<file path="src/rtl/operand_entry_pkg.sv">
// rtl/operand_entry_pkg.sv - sequencer state codes, key codes, operator codes and entry FSM type
package operand_entry_pkg;

  // Sequencer state codes shared with the rest of the calculator
  localparam logic [2:0] IDLE    = 3'd0;
  localparam logic [2:0] EXECA   = 3'd1;
  localparam logic [2:0] EXECB   = 3'd2;
  localparam logic [2:0] EXECC   = 3'd3;
  localparam logic [2:0] DISPLAY = 3'd4;

  // Keypad codes above the digits 0-9
  localparam logic [3:0] KEY_ADD = 4'd10;
  localparam logic [3:0] KEY_SUB = 4'd11;
  localparam logic [3:0] KEY_MUL = 4'd12;
  localparam logic [3:0] KEY_DIV = 4'd13;
  localparam logic [3:0] KEY_EQ  = 4'd14;
  localparam logic [3:0] KEY_CLR = 4'd15;

  // Operator codes presented to the ALU stage
  localparam logic [1:0] OP_ADD = 2'b00;
  localparam logic [1:0] OP_SUB = 2'b01;
  localparam logic [1:0] OP_MUL = 2'b10;
  localparam logic [1:0] OP_DIV = 2'b11;

  typedef enum logic [1:0] {
    E_A    = 2'd0,
    E_B    = 2'd1,
    E_DONE = 2'd2
  } entry_t;

  // Map an operator key to the ALU operator code
  function automatic logic [1:0] op_of_key(input logic [3:0] k);
    logic [1:0] r;
    case (k)
      KEY_SUB: r = OP_SUB;
      KEY_MUL: r = OP_MUL;
      KEY_DIV: r = OP_DIV;
      default: r = OP_ADD;
    endcase
    return r;
  endfunction

endpackage

</file>
<file path="src/rtl/operand_entry_decimal_accumulator.sv">
// rtl/operand_entry_decimal_accumulator.sv - decimal digit accumulator with digit-count limit
module decimal_accumulator #(
  parameter int DIGITS = 4,
  parameter int W      = 14,
  parameter int CW     = $clog2(DIGITS + 1)
) (
  input  logic          CLK,
  input  logic          RST,
  input  logic          clear,
  input  logic          digit_en,
  input  logic [3:0]    digit,
  output logic [W-1:0]  value,
  output logic [CW-1:0] count,
  output logic          nonempty
);

  localparam logic [CW-1:0] MAX_COUNT = CW'(DIGITS);

  // value*10 + digit; only the low W bits are kept, which equals the
  // W+4-bit product truncated to W and never wraps for legal W
  logic [W-1:0] next_value;
  assign next_value = (value << 3) + (value << 1) + {{(W-4){1'b0}}, digit};

  assign nonempty = (count != '0);

  // Accept a digit while below the digit limit; extra digits are dropped silently
  always_ff @(posedge CLK) begin
    if (RST || clear) begin
      value <= '0;
      count <= '0;
    end else if (digit_en && (count < MAX_COUNT)) begin
      value <= next_value;
      count <= count + 1'b1;
    end
  end

endmodule

</file>
<file path="src/rtl/operand_entry.sv">
// rtl/operand_entry.sv - keypad operand/operator entry stage feeding the ALU
module operand_entry
  import operand_entry_pkg::*;
#(
  parameter int DIGITS = 4,
  parameter int W      = 14
) (
  input  logic         CLK,
  input  logic         RST,
  input  logic [2:0]   state,
  input  logic         key_valid,
  input  logic [3:0]   key_code,
  output logic [W-1:0] opa,
  output logic [W-1:0] opb,
  output logic [1:0]   op,
  output logic         inputed
);

  localparam int CW = $clog2(DIGITS + 1);

  entry_t        fsm;
  logic [CW-1:0] cnt_a;
  logic [CW-1:0] cnt_b;
  logic          ne_a;
  logic          ne_b;
  logic          cnt_unused;

  // Counts are available for debug; the FSM only needs the nonempty flags
  assign cnt_unused = ^{cnt_a, cnt_b};

  // A key acts only in EXECA and never once entry is complete
  logic live;
  logic is_digit;
  logic is_oper;
  logic clr_all;

  assign live     = key_valid && (state == EXECA) && (fsm != E_DONE);
  assign is_digit = (key_code <= 4'd9);
  assign is_oper  = (key_code >= KEY_ADD) && (key_code <= KEY_DIV);
  assign clr_all  = (state == IDLE) || (live && (key_code == KEY_CLR));

  decimal_accumulator #(.DIGITS(DIGITS), .W(W), .CW(CW)) u_acc_a (
    .CLK      (CLK),
    .RST      (RST),
    .clear    (clr_all),
    .digit_en (live && (fsm == E_A) && is_digit),
    .digit    (key_code),
    .value    (opa),
    .count    (cnt_a),
    .nonempty (ne_a)
  );

  decimal_accumulator #(.DIGITS(DIGITS), .W(W), .CW(CW)) u_acc_b (
    .CLK      (CLK),
    .RST      (RST),
    .clear    (clr_all),
    .digit_en (live && (fsm == E_B) && is_digit),
    .digit    (key_code),
    .value    (opb),
    .count    (cnt_b),
    .nonempty (ne_b)
  );

  // Entry FSM: operator moves A->B once A has a digit, '=' completes once B has a digit
  always_ff @(posedge CLK) begin
    if (RST || clr_all) begin
      fsm     <= E_A;
      op      <= OP_ADD;
      inputed <= 1'b0;
    end else if (live) begin
      case (fsm)
        E_A: begin
          if (is_oper && ne_a) begin
            op  <= op_of_key(key_code);
            fsm <= E_B;
          end
        end
        E_B: begin
          if (is_oper && !ne_b) begin
            op <= op_of_key(key_code);
          end else if ((key_code == KEY_EQ) && ne_b) begin
            fsm     <= E_DONE;
            inputed <= 1'b1;
          end
        end
        default: ;
      endcase
    end
  end

endmodule

</file>
<file path="config.mk">
export PLATFORM = sky130hd
export DESIGN_NAME = operand_entry
export DESIGN_NICKNAME = d
export VERILOG_FILES = /design/src/rtl/operand_entry_pkg.sv /design/src/rtl/operand_entry_decimal_accumulator.sv /design/src/rtl/operand_entry.sv
export SDC_FILE = /design/constraint.sdc
export NUM_CORES = 1
export LEC_CHECK = 0
export BUFFER_PORTS_ARGS = -buffer_cell sky130_fd_sc_hd__buf_2
export CORE_MARGIN = 5
export CORE_UTILIZATION = 45
export DETAILED_ROUTE_END_ITERATION = 12
export GPL_TIMING_DRIVEN = 0
export PLACE_DENSITY = 0.67
export REMOVE_ABC_BUFFERS = 1
export SYNTH_ARGS = -nofsm -noshare
export SYNTH_HDL_FRONTEND = slang
export SYNTH_HIERARCHICAL = 1
export SYNTH_SLANG_ARGS = --single-unit
</file>
<file path="constraint.sdc">
create_clock -name CLK -period 2.4 [get_ports CLK]
set_input_delay 0.12 -clock CLK [delete_from_list [all_inputs] [get_ports CLK]]
set_output_delay 0.12 -clock CLK [all_outputs]
set_load 0.005 [all_outputs]
</file>
==> out/results.txt, run 1 <==
The growth of design area from synthesis to finish works out to 15.13%. The number of input and output port buffers inserted came out at 40. The tools report the clock tree buffer depth as 2.

The post-synthesis instance area was 3003 sq um; the total instance count after detailed placement was 469. Setup repair after global routing could not meet its margin everywhere. The logs give 8.603 ps for the final worst setup slack and 29 for the site row count. For this run, the top clock speed supported by timing is 0.4182 GHz. Clock-pin slew was measured on the worst setup and hold paths at 80 ps.

The analysis attributes to cell leakage a power of 1.648 nW. The share of flip-flops with an asynchronous set or reset came out at 0%. The overall track demand over capacity in global routing was 16.73%; the wire length of the first global-routing pass was 11,700 um. After synthesis, the largest family of logic cells by area is adder cells.

The die covers 8407 sq um. The synthesized netlist devotes 22.29% of its cell area to compound gates. In this run the critical register-to-register path is captured at u_acc_a/value[12]$_SDFFE_PP0P_.

sky130_fd_sc_hd__nand2_1 is the most common cell in the netlist. The flip-flop and latch area is 788.3 sq um, and the ratio of total power to cell area is 353.3 nW/um^2. The setup-violating endpoint count in the final report was 0. The half-perimeter wire length after placement was 5199 um; the sum of routed wire length over all layers was 6828 um. The number of clock sinks was 39. The launching element type of the critical path was a flip-flop.

The tree is rooted in a sky130_fd_sc_hd__clkbuf_8. After routing, the total negative slack on setup checks comes to 0 ps. The startpoint identified for the worst hold timing path is key_code[0]. The number of buffers created by CTS is 5, and the critical path data arrival time is 2570 ps. Count of max-cap constraint violations: 0.

The path with the worst hold slack has its endpoint at u_acc_a/value[0]$_SDFFE_PP0P_. TritonCTS built the clock tree. The total area inside the core boundary comes to 6422 sq um. The startpoint identified for the worst register-to-register timing path is u_acc_a/value[2]$_SDFFE_PP0P_.

Summed over all layers, the global routing overflow is 0. After the first detailed-routing iteration, the DRC count stood at 67. Summing all placed instances gives a cell area of 3242 sq um.

Dividing the detail-routed via count by the number of cells gives 5.502. Most area-hungry cell type in the Yosys netlist: sky130_fd_sc_hd__dfxtp_1. The final non-filler cell area was 3457 sq um.

At the end of routability-driven placement, the weighted congestion stood at 0.8810. The largest fanout on the critical path was 2; the height of the die was 91.69 um. The depth of the worst hold-timing path works out to 3. The cell depth of the worst flop-to-flop path was 9. In the synthesized netlist, the cells that appear most often are sky130_fd_sc_hd__nand2_1 (55), sky130_fd_sc_hd__ha_1 (48), sky130_fd_sc_hd__a21oi_1 (42). Averaged over all synthesized cells, the footprint is 8.272 sq um. On the final layout, the worst clock skew is 7.690 ps.

The number of remaining DRC errors was 0; the area share of fa/ha/maj cells after synthesis was 22.67%. Summing the areas of all and, or, nand and nor instances in the mapped netlist gives 20.00% of the synthesized area. Summing all multi-input logic gate instances after layout gives 2145 sq um. 41 I/O pins were placed. The total count of hold-check failures in the final report is 0.

OpenSTA, run right after detailed placement, puts the worst setup slack at -249.9 ps. The completed layout was analyzed and its total power is 1.222 mW. The number of antenna violations at the first check in global routing is 0.

The via count came out at 2,663. The register bit count reported by yosys is 39, and the via count of the first global-routing pass is 2,550. For the worst-skew pair, the clock arrives at the later sink with an insertion delay of 290 ps.

For the worst setup path, the data required time is 2580 ps. Of the synthesized area, sequential elements account for 26.00%. Counting I/O delays and the setup requirement, the final critical path takes 2391 ps. Yosys mapped a number of flops with a built-in enable equal to 0. The tools report the hold-fix buffer count after cts as 0.

The worst setup path is captured at a flip-flop. The count of nets left with antenna violations once routing finished came out at 0. The flow ran to the end, and the final reports show no timing, DRC or antenna violations. Entering global routing, the biggest net connects 17 pins. The type of the setup path with the least slack is reg2reg. The run gives 55.46% as the remaining max-slew budget at the tightest pin. The min-delay analysis places its worst path in the category in2reg. CTS built an H-tree with a depth of 2. For the number of nets in the layout, the log shows 468. The tightest hold path in the finished design has a slack of 107.0 ps. The pin slew with the least headroom to its limit came out at 665.2 ps.

The tools report the setup slack of the most critical reg-to-reg path as 9 ps. IR analysis of the VDD net gives a maximum drop of 213.0 uV. The floorplan die width was 91.69 um. The final max-slew violation count was 0; the post-detailed-route wirelength per cell was 14.11 um.

Yosys attributes the largest share of cell area to sky130_fd_sc_hd__dfxtp_1 (26%), sky130_fd_sc_hd__ha_1 (20%), sky130_fd_sc_hd__a21oi_1 (7.0%), sky130_fd_sc_hd__nand2_1 (6.9%), sky130_fd_sc_hd__xnor2_1 (2.9%). Yosys printed 6 warnings. In the synthesized netlist, the number of instances is 363. The post-synthesis mux area share was 0%; the first-pass iteration count of the detailed router was 4. The share of synthesized area in the top cell type comes to 26.00%. The logs give 597 for the number of fillers in the final layout and 484 for the non-filler instance count after layout. The xor and xnor fraction of the mapped netlist area was 4.625%; the share of final-layout standard cells stronger than drive strength 1 was 21.87%.

Final core utilization: 53.83%. The tools report the initial standard-cell utilization of the core as 46.76%. The commonest register cell after synthesis is sky130_fd_sc_hd__dfxtp_1. The netlist uses 57 different library cells. The tools report the diode insertion count for antenna repair as 0. The worst path uses 99.64% of the clock period.
[how the worst max path moves through the flow]
stage,start,slack (ps),end
final,u_acc_a/value[2]$_SDFFE_PP0P_,9,u_acc_a/value[12]$_SDFFE_PP0P_
after global routing,u_acc_a/value[2]$_SDFFE_PP0P_,-70,u_acc_a/value[12]$_SDFFE_PP0P_
after detailed placement,state[1],-250,u_acc_b/value[12]$_SDFFE_PP0P_
after global placement,state[1],-240,u_acc_b/value[12]$_SDFFE_PP0P_
after CTS,u_acc_a/value[0]$_SDFFE_PP0P_,-20,u_acc_a/value[12]$_SDFFE_PP0P_
after floorplan,u_acc_a/value[0]$_SDFFE_PP0P_,-120,u_acc_a/value[12]$_SDFFE_PP0P_
[power breakdown]
group	total, mW	internal (mW)	switching, mW
clock network	0.496	0.263	0.233
registers	0.649	0.647	0.00177
logic	0.0767	0.0263	0.0504
[flip-flops by register name (all words and copies together) (netlist names)]
name	count
fsm	2
inputed	1
op	2
u_acc_a/count	3
u_acc_a/value	14
u_acc_b/count	3
u_acc_b/value	14
[routing by layer]
layer	track usage, %	share of wire, %
met5	0	0
met2	29.34	48
met4	4.208	0.63
met1	20.42	47
met3	4.337	3.9
[layout make-up]
| class | instances | area share, % |
|---|---|---|
| Clock buffer | 8 | 2.895 |
| Sequential cell | 39 | 22.80 |
| Inverter | 20 | 2.172 |
| Multi-Input combinational cell | 293 | 62.03 |
| Tap cell | 77 | 2.787 |
| Timing Repair Buffer | 47 | 7.311 |
[layout by cell type, fill, tap and decap left out, drive strengths merged, types with 2 or more instances in the layout]
master,n
buf,47
or2,3
nor2,23
and3,5
clkbuf,8
a31oi,2
xor2,5
a211oi,5
ha,48
o211ai,6
dfxtp,39
nand4,4
o21bai,2
nand2,56
a32o,2
o2111a,2
or3,3
o21ai,18
and2,2
fa,4
a211o,3
a21oi,46
nand3,7
a21o,6
xnor2,10
o2111ai,2
nor3,3
nor2b,6
a221o,2
nand2b,6
inv,20
[timing repair]
action / CTS / global route
pin swaps: 2 / 11
hold endpoints to repair: 0 / 0
resized for setup: 10 / 10
endpoints found under the setup margin: 11 / 11
setup buffers: 3 / 4
[critical path: stages (launching register included)]
cell and delay (ps):
sky130_fd_sc_hd__dfxtp_2 350, sky130_fd_sc_hd__inv_2 40, sky130_fd_sc_hd__fa_1 520, sky130_fd_sc_hd__inv_2 60, sky130_fd_sc_hd__fa_2 350, sky130_fd_sc_hd__a21o_1 180
sky130_fd_sc_hd__nand4_1 130, sky130_fd_sc_hd__a21oi_2 80, sky130_fd_sc_hd__or3_1 340, sky130_fd_sc_hd__a32o_1 240
[kinds of logic after synthesis]
| logic type | after synthesis |
|---|---|
| compound gates | 101 |
| simple gates | 125 |
| flops | 39 |
| buf+inv | 31 |
| fa+ha+maj | 52 |
| xor+xnor | 15 |
No activity file was read; power rests on OpenSTA's default activity.
==> run 2, diff against run 1 <==
HOLD_SLACK_MARGIN = 0.06   (was default)
SYNTH_HIERARCHICAL = default   (was 1)
==> out/results.txt, run 2 <==
The flow ran to the end, and the final reports show no timing, DRC or antenna violations. For the overall track demand over capacity in global routing, the log shows 16.96% (+0.23 points). The tools report the maximum number of pins on one net before global-route repair as 37 (+20). The last weighted congestion value of the routability-driven placer is 0.8336 (-5.4%), and the final critical-path share of the clock period is 98.59% (-1.0 points). The tools report the total instance count after detailed placement as 452 (-3.6%).

The dominant cell by count in the synthesized netlist is sky130_fd_sc_hd__ha_1. The non-filler instance count after layout is 466 (-3.7%), and the initial standard-cell utilization of the core is 46.54% (-0.21 points). The number of input and output port buffers inserted was 40 (unchanged); the diode insertion count for antenna repair was 0 (unchanged). The fraction of synthesized cell area taken by the top area cell type was 26.12% (+0.12 points); the share of flip-flops with an asynchronous set or reset was 0% (unchanged).

The part of the total power dissipated in sequential elements was 54.3% (+1.2 points); the growth of design area from synthesis to finish was 15.70%. The power share of the combinational group was 7.1% (+0.8 points); the pin slew with the least headroom to its limit was 910.8 ps (+245.6 ps). The Yosys warning count came out at 0 (-6). The reg-to-reg startpoint is u_acc_a.value[0]$_SDFFE_PP0P_.

Height of the die: 91.50 um (-0.21%). The run gives 3286 um (-0.15%) as the detailed-routed wire length on met2. The launching element type of the critical path was a flip-flop. The largest registers in the layout are u_acc_a.value: 14 flops, u_acc_b.value: 14 flops. The average via count per standard cell was 5.850 (+6.3%); the ratio of total power to cell area was 345.5 nW/um^2 (-2.2%). For the pre-CTS setup slack, the log shows -225.8 ps (+24.11 ps).

The run gives 290 ps (about the same) as the latest clock arrival within the worst-skew pair. The worst clock skew on the final layout was 6.130 ps (-1.560 ps). The run gives 53.85% (about the same) as the final core utilization. For the final max-slew violation count, the log shows 0 (unchanged).

The run gives 0 (unchanged) as the hold-fix buffer count after cts. Setup repair after global routing could not meet its margin everywhere. The end point of the worst hold path was u_acc_a.value[0]$_SDFFE_PP0P_.

The number of nets in the layout was 451 (-3.6%). Number of levels the H-tree was split into: 2 (unchanged). The commonest register cell after synthesis was sky130_fd_sc_hd__dfxtp_1. Relative contribution of the clock network to total power: 38.6% (-2.0 points).

The number of primary I/O pins was 41 (unchanged); the maximum resistive drop on vdd was 231.8 uV (+8.8%). The leakage component of the power is 1.733 nW (+5.1%), and the wire length on met3 is 355 um (+32%). The share of synthesized area occupied by flip-flops and latches came out at 26.12% (+0.12 points).

The internal power summed over all cells was 0.8991 mW (-3.9%). The library cells used most frequently in the layout, excluding fill and tap cells, are sky130_fd_sc_hd__ha_1 (45), sky130_fd_sc_hd__buf_2 (40), sky130_fd_sc_hd__nand2_1 (38). The gate count after technology mapping is 345 (-5.0%). The logs give 2989 sq um (-0.46%) for the post-synthesis instance area and 0.4226 GHz (+1.1%) for the timing-limited maximum frequency.

The tools report the number of violations reported at the end of detailed-routing iteration 0 as 121 (+81%). Sum of routed wire length over all layers: 7024 um (+2.9%). The tools report the first-pass iteration count of the detailed router as 4 (unchanged). The number of antenna-violating nets in the routed design was 0 (unchanged); the mean instance size in the synthesized netlist was 8.664 sq um (+4.7%).

The half-perimeter wire length after placement was 5068 um (-2.5%). The tools report the beginning of the worst hold path as key_code[0]. Worst slack on hold paths: 110.6 ps (+3.573 ps). For the remaining max-slew budget at the tightest pin, the log shows 39.28% (-16 points). The number of enable flip-flop cells after synthesis was 0 (unchanged). The total count of hold-check failures in the final report was 0 (unchanged); the post-synthesis cell type count was 46 (-19%).

The tools report the site row count as 29 (unchanged). The floorplan die width came out at 91.50 um (-0.21%). The worst register-to-register path ends at u_acc_a.value[12]$_SDFFE_PP0P_. The logs give 2590 ps (about the same) for the data required time at the worst endpoint and 0 (unchanged) for the total global routing overflow. For the area of the die, the log shows 8372 sq um (-0.41%). The cell depth of the worst flop-to-flop path works out to 7 (-2). The run gives 30 ps (+30 ps) as the setup slack of the most critical reg-to-reg path. The tools report the clock tree buffer depth as 2 (unchanged). The power dissipated by switching net loads is 0.2957 mW (+3.6%), and the core footprint is 6422 sq um (unchanged).

The final worst setup slack is 33.77 ps (+25.16 ps). Leading cell type in the layout, fill and taps excluded: sky130_fd_sc_hd__ha_1. For the overall power consumption, the log shows 1.195 mW (-2.2%). The most area-hungry cell type in the Yosys netlist was sky130_fd_sc_hd__dfxtp_1. In this run the clock root is driven by a sky130_fd_sc_hd__clkbuf_8.

TritonCTS built the clock tree. The critical path is of the reg2reg type. The tools report the count of max-cap constraint violations as 0 (unchanged). The number of antenna violations at the first check in global routing came out at 0 (unchanged). The number of buffers created by CTS is 5 (unchanged), and the wire length of the first global-routing pass is 11,890 um (+1.6%).

Signal routing reaches up to met4. The depth of the worst hold-timing path was 3 (unchanged); the switching share of power was 24.75% (+1.4 points). The logs give 3317 um (+2.9%) for the routed length on met1 and 2,726 (+2.4%) for the via count. The capturing element type of the critical path was a flip-flop.

The clock-pin slew reported for the worst setup and hold paths after clock tree synthesis was 80 ps (about the same). Ranked by total cell area, the synthesized netlist is headed by sky130_fd_sc_hd__dfxtp_1 (26%), sky130_fd_sc_hd__ha_1 (20%), sky130_fd_sc_hd__a21oi_1 (5.4%), sky130_fd_sc_hd__nand2_1 (4.8%), sky130_fd_sc_hd__nor2_1 (3.8%). The time the final worst path needs with I/O delays and setup was 2366 ps (-25.16 ps); the largest fanout on the critical path was 4 (+2). The register bit count reported by yosys came out at 39 (unchanged). The post-detailed-route wirelength per cell was 15.07 um (+6.8%); the number of clock sinks was 39 (unchanged). The share of final-layout standard cells stronger than drive strength 1 was 21.34% (-0.53 points). The run gives 2560 ps (about the same) as the critical path data arrival time. The path class of the tightest hold or removal check is in2reg. By count the netlist is led by sky130_fd_sc_hd__ha_1 (48), sky130_fd_sc_hd__dfxtp_1 (39), sky130_fd_sc_hd__nand2_1 (38). The via count of the first global-routing pass is 2,576 (+1.0%), and the setup-violating endpoint count in the final report is 0 (unchanged). The run gives 0 (unchanged) as the number of remaining DRC errors.
-- run 2: layout make-up --
cell class | count | area, sq um
clock buffers | 6 | 82.58
clock inverters | 1 | 5.005
fillers | 602 | 2964
inverters | 12 | 45.04
multi-input cells | 284 | 2186
flip-flops and latches | 39 | 790.8
well taps | 77 | 96.34
repair buffers | 47 | 252.7
-- run 2: timing repair --
action,CTS,global route
setup endpoints to repair,10,10
setup buffers,4,3
pin swaps,6,20
gates resized for setup,13,11
-- run 2: metal layers --
| metal | vias up | GRT usage, % |
|---|---|---|
| met5 | - | 0 |
| li1 | 1368 | - |
| met1 | 1283 | 22.41 |
| met2 | 70 | 28.18 |
| met3 | 5 | 3.223 |
| met4 | 0 | 4.648 |
-- run 2: worst max path at each step --
stage | from | slack [ps] | end | cells past startpoint
after floorplan | u_acc_b.value[0]$_SDFFE_PP0P_ | -30 | u_acc_b.value[12]$_SDFFE_PP0P_ | 9
after global placement | key_code[3] | -200 | u_acc_b.value[12]$_SDFFE_PP0P_ | 10
after detailed placement | key_code[3] | -230 | u_acc_b.value[12]$_SDFFE_PP0P_ | 10
after CTS | u_acc_b.value[0]$_SDFFE_PP0P_ | -20 | u_acc_b.value[12]$_SDFFE_PP0P_ | 9
after global routing | u_acc_b.value[0]$_SDFFE_PP0P_ | -70 | u_acc_b.value[12]$_SDFFE_PP0P_ | 9
final | u_acc_a.value[0]$_SDFFE_PP0P_ | 30 | u_acc_a.value[12]$_SDFFE_PP0P_ | 7
-- run 2: cell families after synthesis --
logic type	after synthesis	share of synthesized area [%]
AND/OR/NAND/NOR	129	22.23
XOR/XNOR	15	4.395
AO/OA/AOI/OAI	78	17.71
buffers and inverters	22	3.432
adder cells (fa/ha/maj)	52	22.77
multiplexers	10	3.349
flip-flops	39	26.12
-- run 2: metrics by stage --
stage	instance area, sq um	setup TNS [ps]
finish	3458	0
global route	3458	-233.9
CTS	3373	-20.81
detailed placement	3228	-862.9
global placement	3228	-648.6
floorplan	2932	-34.24
-- run 2: worst max-delay path: stages, from the launching register on --
cell                      delay, ps
sky130_fd_sc_hd__dfxtp_2        350
sky130_fd_sc_hd__fa_1           500
sky130_fd_sc_hd__fa_2           370
sky130_fd_sc_hd__a21o_1         190
sky130_fd_sc_hd__a221o_1        400
sky130_fd_sc_hd__a21oi_2        190
sky130_fd_sc_hd__mux2i_1        200
sky130_fd_sc_hd__nand2_1         60
-- run 2: power groups by stage --
stage | Clock [mW] | Combinational (mW) | Sequential (mW)
final | 0.461 | 0.0854 | 0.649
after global routing | 0.506 | 0.0944 | 0.649
after CTS | 0.480 | 0.0830 | 0.649
after detailed placement | 0 | 0.0821 | 0.665
after global placement | 0 | 0.0809 | 0.665
after floorplan | 0 | 0.0463 | 0.664
==> run 3, diff against run 2 <==
CORE_UTILIZATION = 53   (was 45)
PLACE_DENSITY = 0.77   (was 0.67)
==> out/results.txt, run 3 (synthesized netlist as in run 2, its figures left out) <==
The number of primary I/O pins came out at 41 (unchanged). Number of antenna-violating nets in the routed design: 0 (unchanged). The floorplan die width works out to 85.10 um (-7.0%). The clock-pin slew reported for the worst setup and hold paths after clock tree synthesis is 80 ps (about the same). The tools report the via count of the first global-routing pass as 2,619 (+1.7%). Setup-violating endpoint count in the final report: 1 (+1).

Setup repair after global routing could not meet its margin everywhere. Capturing element type of the critical path: a flip-flop. The tools report the area of the die as 7242 sq um (-13%). The run gives 11,670 um (-1.9%) as the wire length of the first global-routing pass. The number of remaining DRC errors was 0 (unchanged); the pin slew with the least headroom to its limit was 862.6 ps (-48.20 ps). The run gives 127 (+5.0%) as the number of violations reported at the end of detailed-routing iteration 0.

Tracing the worst setup path back leads to its startpoint at u_acc_b.value[2]$_SDFFE_PP0P_. First-pass iteration count of the detailed router: 4 (unchanged). The total global routing overflow was 0 (unchanged); the cell depth of the worst flop-to-flop path was 9 (+2).

The final critical-path share of the clock period is 101.0% (+2.5 points), and the peak per-stage delay on the critical path is 510 ps (about the same). The critical path data arrival time was 2610 ps (+50 ps); the initial standard-cell utilization of the core was 54.28% (+7.7 points). The depth of the worst hold-timing path came out at 3 (unchanged). TritonCTS built the clock tree. The largest fanout on the critical path was 3 (-1); the number of levels the H-tree was split into was 2 (unchanged).

The leakage component of the power came out at 1.738 nW (+0.34%). The slowest stage of the critical path belongs to the cell sky130_fd_sc_hd__fa_1. The via count is 2,725 (-0.037%), and the number of antenna violations at the first check in global routing is 0 (unchanged). The final worst setup slack was -25.11 ps (-58.88 ps); the growth of design area from synthesis to finish was 15.82%. The post-detailed-route wirelength per cell came out at 15.35 um (+1.8%). The cell that appears most often on the critical path is sky130_fd_sc_hd__inv_2. The number of fillers in the final layout is 502 (-17%). The share of final-layout standard cells stronger than drive strength 1 came out at 22.11% (+0.77 points). The maximum resistive drop on vdd was 202.2 uV (-13%); the count of max-cap constraint violations was 0 (unchanged).

The height of the die was 85.10 um (-7.0%). STA classifies the critical path startpoint as a flip-flop. The logs give 7075 um (+0.73%) for the sum of routed wire length over all layers and 39 (unchanged) for the number of clock sinks. Maximum number of pins on one net before global-route repair: 37 (unchanged).

The diode insertion count for antenna repair was 0 (unchanged). The run gives 0.8574 (+2.9%) as the last weighted congestion value of the routability-driven placer. Leading cell type in the layout, fill and taps excluded: sky130_fd_sc_hd__ha_1. The setup path with the least slack is of type reg2reg.

The flow ran to the end, but the final reports show violations. The library cells used most frequently in the layout, excluding fill and tap cells, are sky130_fd_sc_hd__ha_1 (46), sky130_fd_sc_hd__buf_2 (40), sky130_fd_sc_hd__nand2_1 (38). The footprint of the multi-input gates is 2197 sq um (+0.52%), and the overall track demand over capacity in global routing is 19.19% (+2.2 points).

In this run the critical register-to-register path is launched from u_acc_b.value[2]$_SDFFE_PP0P_. In the final layout, the registers with the most flip-flops are u_acc_a.value: 14 flops, u_acc_b.value: 14 flops. The remaining max-slew budget at the tightest pin is 42.50% (+3.2 points). The tools report the beginning of the worst hold path as key_code[0]. The average via count per standard cell works out to 5.911 (+1.0%). The tools report the half-perimeter wire length after placement as 4953 um (-2.3%).

The logs give -25.11 ps (-25.11 ps) for the setup TNS after final layout and 0 (unchanged) for the total count of hold-check failures in the final report. The latest clock arrival within the worst-skew pair came out at 290 ps (about the same). The worst hold path belongs to the class in2reg. For the site row count, the log shows 27 (-6.9%). Clock tree synthesis selected as its root buffer the cell sky130_fd_sc_hd__clkbuf_8. Flip-flop and latch area: 793.3 sq um (+0.32%). The core footprint was 5507 sq um (-14%); the overall power consumption was 1.161 mW (-2.9%).

The ratio of total power to cell area came out at 335.3 nW/um^2 (-3.0%). For the data required time at the worst endpoint, the log shows 2590 ps (about the same). The number of input and output port buffers inserted is 40 (unchanged). Number of buffers created by CTS: 5 (unchanged). The clock tree buffer depth was 2 (unchanged); the number of nets in the layout was 452 (+0.22%).

The signal on the critical path passes through inv_2 > fa_1 > inv_2 > fa_2 > a21o_1 > a221o_1 > a21oi_2 > mux2i_1 > nand2_1. The run gives 0.4124 GHz (-2.4%) as the timing-limited maximum frequency. The tools report the worst clock skew on the final layout as 7.644 ps (+1.513 ps). The logs give 0 (unchanged) for the final max-slew violation count and 0 (unchanged) for the hold-fix buffer count after cts. Time the final worst path needs with I/O delays and setup: 2425 ps (+58.88 ps). The checks that failed: negative setup slack.
==> run 3: cell count changes in the layout (fill, tap and decap cells not counted), sizes merged <==
cell    change
buf         +1
clkinv      -1
==> run 3: area by class of cell <==
| class | count | share of cell area (%) |
|---|---|---|
| sequential | 39 | 22.91 |
| inverter | 12 | 1.301 |
| multi-input combinational | 284 | 63.46 |
| timing repair buffer | 48 | 7.626 |
| clock buffer | 6 | 2.096 |
| tap | 72 | 2.602 |
==> run 3: critical path: cells and delay by family, from the launching register on <==
kind	cells	cell delay [ps]
AND/OR/NAND/NOR	1	60
buffers and inverters	2	90
AO/OA/AOI/OAI	3	770
adder cells (fa/ha/maj)	2	870
multiplexers	1	200
flip-flops	1	340
==> run 3: what timing repair did <==
action | CTS | global route
endpoints found under the setup margin | 10 | 11
resized for setup | 12 | 18
pin swaps | 9 | 27
buffers inserted | 3 | 5
==> run 3: path summary, 6_finish.rpt <==
kind / end / slack, ps
hold / removal: u_acc_a.value[0]$_SDFFE_PP0P_ / 110
setup reg to reg: u_acc_b.value[12]$_SDFFE_PP0P_ / -30
setup / recovery: u_acc_b.value[12]$_SDFFE_PP0P_ / -30
hold reg to reg: op[1]$_SDFFE_PP0P_ / 460
==> run 3: metal layers <==
| layer | track usage (%) | wire (um) | vias to the layer above |
|---|---|---|---|
| met1 | 24.15 | 3278 | 1299 |
| met3 | 3.981 | 364 | 8 |
| met2 | 33.47 | 3356 | 63 |
| met5 | 0 | 0 | - |
| met4 | 4.460 | 75 | 0 |
| li1 | - | - | 1355 |
==> run 3: through the flow <==
stage / hold slack [ps] / utilization [%] / area, sq um / std cells / worst slack [ps]
5_1_grt: 114.0 / 62.87 / 3462 / 461 / -127.0
3_5_place_dp: 418.3 / 58.51 / 3222 / 447 / -178.3
6_report: 107.8 / 62.87 / 3462 / 461 / -25.11
4_1_cts: 104.0 / 60.69 / 3342 / 456 / -5.638
2_1_floorplan: 256.0 / - / 2932 / 335 / -34.24
3_3_place_gp: 416.5 / 58.51 / 3222 / 447 / -154.3
==> run 3: where the power goes <==
part,internal (mW),switching (mW)
combinational,0.0279,0.0581
sequential,0.646,0.00167
clock,0.194,0.233
total,0.868,0.293
